**src/rtl/sim_net_pkg.sv**
```systemverilog
// Shared types for the simulated-network RX path.
//   NET_DATA_W / NET_KEEP_W : flit payload and byte-enable widths
//   net_flit_t              : one stored flit {data, keep, last}
//   rx_state_e              : input-side packet FSM states
package sim_net_pkg;

  localparam int unsigned NET_DATA_W = 64;
  localparam int unsigned NET_KEEP_W = NET_DATA_W / 8;

  typedef struct packed {
    logic [NET_DATA_W-1:0] data;
    logic [NET_KEEP_W-1:0] keep;
    logic                  last;
  } net_flit_t;

  typedef enum logic [1:0] {
    IDLE = 2'd0,
    RECV = 2'd1,
    DROP = 2'd2
  } rx_state_e;

endpackage

```
**src/rtl/sim_net_flit_ram.sv**
```systemverilog
// Flit storage: DEPTH x net_flit_t, one synchronous write port and one
// combinational read port (gives first-word fall-through at the output).
//   clock   : write clock
//   wr_en   : write strobe
//   wr_addr : write index
//   wr_flit : flit to store
//   rd_addr : read index
//   rd_flit : flit at rd_addr (combinational)
module sim_net_flit_ram
  import sim_net_pkg::*;
#(
  parameter int unsigned DEPTH  = 16,
  parameter int unsigned ADDR_W = $clog2(DEPTH)
) (
  input  logic              clock,
  input  logic              wr_en,
  input  logic [ADDR_W-1:0] wr_addr,
  input  net_flit_t         wr_flit,
  input  logic [ADDR_W-1:0] rd_addr,
  output net_flit_t         rd_flit
);

  net_flit_t mem [DEPTH];

  // Storage is not reset; validity is tracked entirely by the pointers.
  always_ff @(posedge clock) begin
    if (wr_en) begin
      mem[wr_addr] <= wr_flit;
    end
  end

  assign rd_flit = mem[rd_addr];

endmodule

```
**src/rtl/sim_net_rx_buffer.sv**
```systemverilog
// Whole-packet RX buffer between the simulated network endpoint (no
// backpressure) and the NIC (ready/valid). Flits are written speculatively
// and only become visible once the packet's last flit is stored; a packet
// that runs out of space is dropped entirely.
//   clock, reset       : single clock, synchronous active-high reset
//   in_*               : endpoint RX stream (valid/data/keep/last)
//   out_*              : committed-packet stream to the NIC (ready/valid)
//   drop_pulse         : one-cycle pulse per dropped packet
//   drop_count         : saturating drop counter, present only when
//                        SIM_NET_RX_DROP_CNT_EN is defined
module sim_net_rx_buffer
  import sim_net_pkg::*;
#(
  parameter int unsigned DEPTH  = 16,
  parameter int unsigned DATA_W = NET_DATA_W,
  parameter int unsigned KEEP_W = NET_KEEP_W
) (
  input  logic              clock,
  input  logic              reset,
  input  logic              in_valid,
  input  logic [DATA_W-1:0] in_bits_data,
  input  logic [KEEP_W-1:0] in_bits_keep,
  input  logic              in_bits_last,
  input  logic              out_ready,
  output logic              out_valid,
  output logic [DATA_W-1:0] out_bits_data,
  output logic [KEEP_W-1:0] out_bits_keep,
  output logic              out_bits_last,
`ifdef SIM_NET_RX_DROP_CNT_EN
  output logic [31:0]       drop_count,
`endif
  output logic              drop_pulse
);

  localparam int unsigned AW = $clog2(DEPTH);
  localparam int unsigned PW = AW + 1;

  rx_state_e        state;
  logic [PW-1:0]    rd_ptr;
  logic [PW-1:0]    wr_commit;
  logic [PW-1:0]    wr_spec;
  logic [PW-1:0]    occupancy;
  logic             full;
  logic             wr_en_c;
  net_flit_t        wr_flit;
  net_flit_t        rd_flit;

  // Admission uses registered pointers only: a same-cycle read frees nothing.
  assign occupancy = wr_spec - rd_ptr;
  assign full      = (occupancy == PW'(DEPTH));
  assign wr_en_c   = in_valid && (state != DROP) && !full;

  assign wr_flit.data = in_bits_data;
  assign wr_flit.keep = in_bits_keep;
  assign wr_flit.last = in_bits_last;

  sim_net_flit_ram #(
    .DEPTH  (DEPTH),
    .ADDR_W (AW)
  ) u_ram (
    .clock   (clock),
    .wr_en   (wr_en_c),
    .wr_addr (wr_spec[AW-1:0]),
    .wr_flit (wr_flit),
    .rd_addr (rd_ptr[AW-1:0]),
    .rd_flit (rd_flit)
  );

  // Output side only ever sees committed flits.
  assign out_valid     = (rd_ptr != wr_commit);
  assign out_bits_data = rd_flit.data;
  assign out_bits_keep = rd_flit.keep;
  assign out_bits_last = rd_flit.last;

  // Input FSM and pointer maintenance.
  always_ff @(posedge clock) begin
    if (reset) begin
      state      <= IDLE;
      rd_ptr     <= '0;
      wr_commit  <= '0;
      wr_spec    <= '0;
      drop_pulse <= 1'b0;
    end else begin
      drop_pulse <= 1'b0;
      if (out_valid && out_ready) begin
        rd_ptr <= rd_ptr + PW'(1);
      end
      case (state)
        IDLE, RECV: begin
          if (in_valid) begin
            if (!full) begin
              wr_spec <= wr_spec + PW'(1);
              if (in_bits_last) begin
                wr_commit <= wr_spec + PW'(1);
                state     <= IDLE;
              end else begin
                state <= RECV;
              end
            end else begin
              // Rewind the speculative pointer: the partial packet vanishes.
              wr_spec    <= wr_commit;
              drop_pulse <= 1'b1;
              state      <= in_bits_last ? IDLE : DROP;
            end
          end
        end
        DROP: begin
          if (in_valid && in_bits_last) begin
            state <= IDLE;
          end
        end
        default: state <= IDLE;
      endcase
    end
  end

`ifdef SIM_NET_RX_DROP_CNT_EN
  // Saturating count of dropped packets.
  always_ff @(posedge clock) begin
    if (reset) begin
      drop_count <= '0;
    end else if (drop_pulse && (drop_count != 32'hFFFF_FFFF)) begin
      drop_count <= drop_count + 32'd1;
    end
  end
`endif

endmodule

```
**config.mk**
```make
export PLATFORM = sky130hd
export DESIGN_NAME = sim_net_rx_buffer
export DESIGN_NICKNAME = d
export VERILOG_FILES = /design/src/rtl/sim_net_pkg.sv /design/src/rtl/sim_net_flit_ram.sv /design/src/rtl/sim_net_rx_buffer.sv
export SDC_FILE = /design/constraint.sdc
export NUM_CORES = 1
export LEC_CHECK = 0
export ABC_AREA = 0
export ABC_CLOCK_PERIOD_IN_PS = 9900
export BUFFER_PORTS_ARGS = -buffer_cell sky130_fd_sc_hd__buf_4
export CAP_MARGIN = 20
export CORE_ASPECT_RATIO = 1.2
export CORE_MARGIN = 2
export CORE_UTILIZATION = 61
export DETAILED_ROUTE_END_ITERATION = 8
export PLACE_DENSITY = 0.79
export REMOVE_ABC_BUFFERS = 1
export SLEW_MARGIN = 20
export SYNTH_ARGS = -nofsm -noshare
export SYNTH_HDL_FRONTEND = slang
export SYNTH_SLANG_ARGS = --single-unit
```
**constraint.sdc**
```tcl
create_clock -name clock -period 9.9 [get_ports clock]
set_input_delay 0.99 -clock clock [delete_from_list [all_inputs] [get_ports clock]]
set_output_delay 0.99 -clock clock [all_outputs]
set_load 0.01 [all_outputs]
```
# After elaboration in Yosys (flattened, before gate mapping)
# Memories as Yosys holds them, arrays and structs flattened. A register that Yosys moved wholly into a read port is not among the register bits.
# Index checks and enable logic that the tools add are counted.
[totals]
register_bits = 18
ram_bits = 1168
inputBits = 77
output_inout_bits = 75
wordCells = 42
memories = 1
[classes]
n_addsub = 3
eq_ne = 7
mux = 12
bitwise = 3
reduce_logical = 11
[memory_table]
columns = ["memory", "words", "width", "read_ports", "rd_clocked_by_memory_dff", "wr", "line_no", "rtl"]
rows = [
  ["u_ram.mem", 16, 73, 1, 1, 1, "sim_net_flit_ram.sv:23", "net_flit_t mem [DEPTH];"],
]
[op_table]
columns = ["cell", "n"]
rows = [
  ["$add 5x1->5 const B", 2],
  ["$mux 2", 4],
  ["$mux 4", 2],
  ["$ne 2x2->1 const B", 3],
  ["$eq 5x5->1 const B", 1],
  ["$mux 5", 1],
  ["$ne 5x5->1", 1],
  ["$sub 5x5->5", 1],
  ["$logic_and 1x1->1", 4],
  ["$mux 1", 4],
  ["$pmux 2 s2", 1],
  ["$reduce_and 2->1", 2],
  ["$reduce_and 4->1", 1],
  ["$not 1->1", 3],
  ["$reduce_or 3->1", 1],
  ["$eq 2x1->1 const B", 1],
  ["$eq 2x2->1 const B", 1],
  ["$logic_not 2->1", 1],
  ["$reduce_or 2->1", 1],
  ["$logic_not 1->1", 1],
]

# Depth between registers and ports, before layout
[depth]
ltp_word = 6
mapped_depth = 8
ltp_nobuf = 7

# Modules after synthesis
# Synthesis repeated with hierarchy kept, for this count alone.
[unflattened]
hier_cells = 1926
area_unflattened_um2 = 44725.4
[by_module_without_submodules]
columns = ["module", "n_inst", "cells_each", "area_per_inst_um2", "seq_area_each_um2"]
rows = [
  ["sim_net_flit_ram", 1, 1802, 43665.6, 35073.6],
  ["sim_net_rx_buffer", 1, 124, 1059.8, 360.3],
]

# Worst setup path after synthesis
# Ideal clock, no wire load.
[synth_path]
path_kind = "reg-to-reg"
from = "register rd_ptr[1]"
to = "memory u_ram.mem[0][0] in the netlist's numbering (enable)"
setup_ns = 0.594
arrival_time_ns = 6.590
required_time_ns = 9.306
slack_ns = 2.716
stages_incl_launch_ff = 9
path_buffers = 1
synth_period_minus_slack_ns = 7.184
path_cell_list = "dfxtp_1 > inv_1 > ha_1 > nand2b_1 > and3_1 > o211ai_1 > buf_2 > nand3_1 > nor3_1"
[synth_via]
elab_chain_len = 6
[synth_lines]
columns = ["item", "line_no", "rtl"]
rows = [
  ["from (decl)", "sim_net_rx_buffer.sv:39", "logic [PW-1:0] rd_ptr;"],
  ["from (signal assigned)", "sim_net_rx_buffer.sv:86", "rd_ptr <= rd_ptr + PW'(1);"],
  ["$sub 5x5->5", "sim_net_rx_buffer.sv:49", "assign occupancy = wr_spec - rd_ptr;"],
  ["$eq 5x5->1", "sim_net_rx_buffer.sv:50", "assign full = (occupancy == PW'(DEPTH));"],
  ["$logic_not 1->1", "-", ""],
  ["$logic_and 1x1->1", "sim_net_rx_buffer.sv:51", "assign wr_en_c = in_valid && (state != DROP) && !full;"],
  ["$mux 1", "sim_net_flit_ram.sv:27", "if (wr_en) begin"],
  ["$mux 1 (implied by the code)", "sim_net_flit_ram.sv:28", "mem[wr_addr] <= wr_flit;"],
  ["to (decl)", "sim_net_flit_ram.sv:23", ""],
]
# No other way between the ends.

==> impl_metrics.py <==
metrics = {
    "outcome": {
        "status": "completed",
    },
    "routing": {
        "wl_um": 99370,
        "viasPerCell": 6.717,
        "drtPass1Iterations": 5,
        "drc": 0,
        "dr.first_iter.drc_count": 2503,
        "ant_nets": 0,
        "vias": 20300,
        "avgRoutedWirePerCell_um": 32.87,
    },
    "sta": {
        "relSlewSlack_pct": 8.504,
        "tightest_slew_ps": 1372,
        "min_period_ps": 4895,
        "hold_ws_ps": 512.4,
        "clock_skew_ps": 14.86,
        "setup_viol": 0,
        "slew_viol_final": 0,
        "rsz0062_at_grt": "false",
        "fmax_mhz": 204.3,
        "hold_viol_final": 0,
        "fin_crit_sh_pct": 49.44,
    },
    "final_layout": {
        "drive_above_1_share_pct": 35.16,
        "fin_nets": 2072,
        "final_common_cell": "edfxtp_1",
        "area_delta_synth_final_pct": 12.96,
        "nFillCells": 4174,
        "final_cell_mix": "edfxtp_1, mux4_2, buf_4",
        "stdcell_area_um2": 50870,
    },
    "synth": {
        "synth.yosys.seq_area_share_pct": 78.86,
        "synth_edf_count": 1168,
        "ys_ff_latch": 1190,
        "ys_async_sr_fraction_pct": 0,
        "synth_area_per_cell_um2": 25.40,
        "synth_top_flop_cell": "edfxtp_1",
        "synth_area_um2": 45030,
        "synth_warnings": 0,
        "ys_types": 33,
        "syn_inst": 1773,
    },
    "hold_path": {
        "hold_class": "flop to flop",
        "min_from": "state[1]$_SDFFE_PP0P_",
        "worstHoldEndpoint": "state[0]$_SDFFE_PP0P_",
        "hold_depth": 1,
    },
    "grt": {
        "met3_usage_pct": 5.041,
        "antenna_found_initial": 9,
        "grt_pass1_vias": 21240,
        "grt_util_met2_pct": 44.94,
        "met1_usage_pct": 35.94,
        "grt_max_degree": 177,
        "grt.busiest_layer": "met2",
        "overflow": 0,
        "grt_pass1_wl_um": 144300,
        "grt_usage_pct": 26.84,
    },
    "clock_network": {
        "cts-root-buf": "clkbuf_16",
        "htreeDepth": 3,
        "cts_resized": 0,
        "post-cts-setup-buffer-count": 0,
        "clock-sinks": 1190,
        "cts_tree": "built",
        "clkTransAtPathRegs_ps": 60,
        "cts_hold_repair.buffers": 0,
        "insertion_delay_ps": 690,
        "cts_buffers": 109,
        "clk_path_buf_depth": 3,
    },
    "critical_path": {
        "regToRegStartpoint": "wr_spec[3]$_SDFFE_PP0P_",
        "r2r_cells": 9,
        "startpoint_type": "flop",
        "cp_cell_sequence": "buf_12 > mux4_2 > mux4_2 > buf_4",
        "worstSetupPathType": "flop to output port",
        "cp.required_ps": 8910,
        "r2r_end": "u_ram.mem[0][15]$_DFFE_PP_",
        "arrival_ps": 3900,
        "critPathMaxFanout": 176,
        "worst_setup_path_end_kind": "output port",
        "rrSetupSlack_ps": 5750,
        "slowest_delay_ps": 930,
        "critical_path.most_common_cell": "mux4_2",
        "cpMaxStageDelayCell": "dfxtp_4",
    },
    "die": {
        "ios": 152,
        "die_h_um": 301.6,
        "start_util_pct": 61.37,
        "dieArea_um2": 76020,
        "coreArea_um2": 73370,
        "die_x_um": 252.0,
        "std_cell_rows": 109,
    },
    "pwr": {
        "power.share.combinational_pct": 11.7,
        "power_density_nw_per_um2": 219.5,
        "leakage_nw": 15.61,
        "p_sw_mw": 2.472,
        "p_int_mw": 8.694,
        "p_clk_share_pct": 37.5,
        "swShare_pct": 22.14,
        "seq_power_share_pct": 50.8,
        "ir_drop_uv": 193.2,
    },
    "placement": {
        "io_buffers": 151,
        "place_congestion": 0.8124,
        "placed_area_um2": 47300,
        "hpwl_um": 47280,
    },
    "run": {
        "maxCapViolCount": 0,
    },
}
[final cells by class]
class                   instances  area (µm²)  share of cell area, %
diodes                          4       10.01                0.01968
clock buffers                 134        2843                  5.588
clock inverters                67       713.2                  1.402
inverters                       7       26.28                0.05165
multi-input cells             487        9097                  17.88
flip-flops and latches       1190       35530                  69.84
well taps                     943        1180                  2.319
repair buffers                191        1471                  2.892
[cells by family after synthesis]
kind of cell | share of synthesized area, %
flops | 78.86
fa+ha+maj | 0.2501
buf+inv | 1.178
compound gates | 0.4029
mux | 18.30
xor+xnor | 0.2334
simple gates | 0.7724
[Yosys cell counts (all sizes together), types with 7 or more instances]
cell type  count  area share (%)
ha             9            0.25
dfxtp         22            0.98
mux4         365              18
xnor2          9            0.18
nand3         11            0.12
edfxtp      1168              78
clkbuf        39            0.33
nor2          21            0.18
nor3           9            0.10
nand2         10           0.083
buf           50            0.79
a21oi          8           0.089
inv            7           0.058
[worst max-delay path: cells and delay by family (launching register included)]
family	cells	cell delay (ps)
multiplexers	2	980
flip-flops	1	930
buffers and inverters	2	790
[registers in the layout, summed over array words and instances, names as in the netlist, named ones only]
| register | count |
|---|---|
| wr_spec | 5 |
| rd_ptr | 5 |
| state | 2 |
| drop_pulse | 1 |
| wr_commit | 5 |
| u_ram.mem | 1168 |
[power by group through the flow]
stage	Combinational (mW)	Clock, mW	Sequential (mW)
2_1_floorplan	1.16	0	5.93
3_5_place_dp	1.31	0	5.78
5_1_grt	1.39	4.41	5.68
3_3_place_gp	1.29	0	5.77
6_report	1.31	4.19	5.67
4_1_cts	1.33	4.24	5.67
[worst max-delay path by stage]
stage / start / end / cells after the start
2_1_floorplan: flop / out_bits_data[0] / 2
3_3_place_gp: flop / out_bits_data[44] / 4
3_5_place_dp: flop / out_bits_data[44] / 4
4_1_cts: flop / out_bits_data[44] / 4
5_1_grt: flop / out_bits_data[44] / 4
6_report: flop / out_bits_data[11] / 4
[through the flow]
step	util, %	power (mW)	setup slack, ps	TNS [ps]	cells
floorplan	-	7.082	-4147	-302700	1684
global placement	64.47	7.063	5811	0	2818
global route	69.33	11.48	4881	0	3022
finish	69.33	11.17	5005	0	3023
detailed placement	64.47	7.092	5791	0	2818
CTS	69.32	11.25	5063	0	3019
[per-layer routing]
| metal | share of wire [%] | wire length, µm |
|---|---|---|
| met5 | 0.068 | 68 |
| met4 | 3.2 | 3180 |
| met3 | 7.9 | 7896 |
| met2 | 52 | 51790 |
| met1 | 37 | 36440 |
No activity file was read; power rests on OpenSTA's default activity.
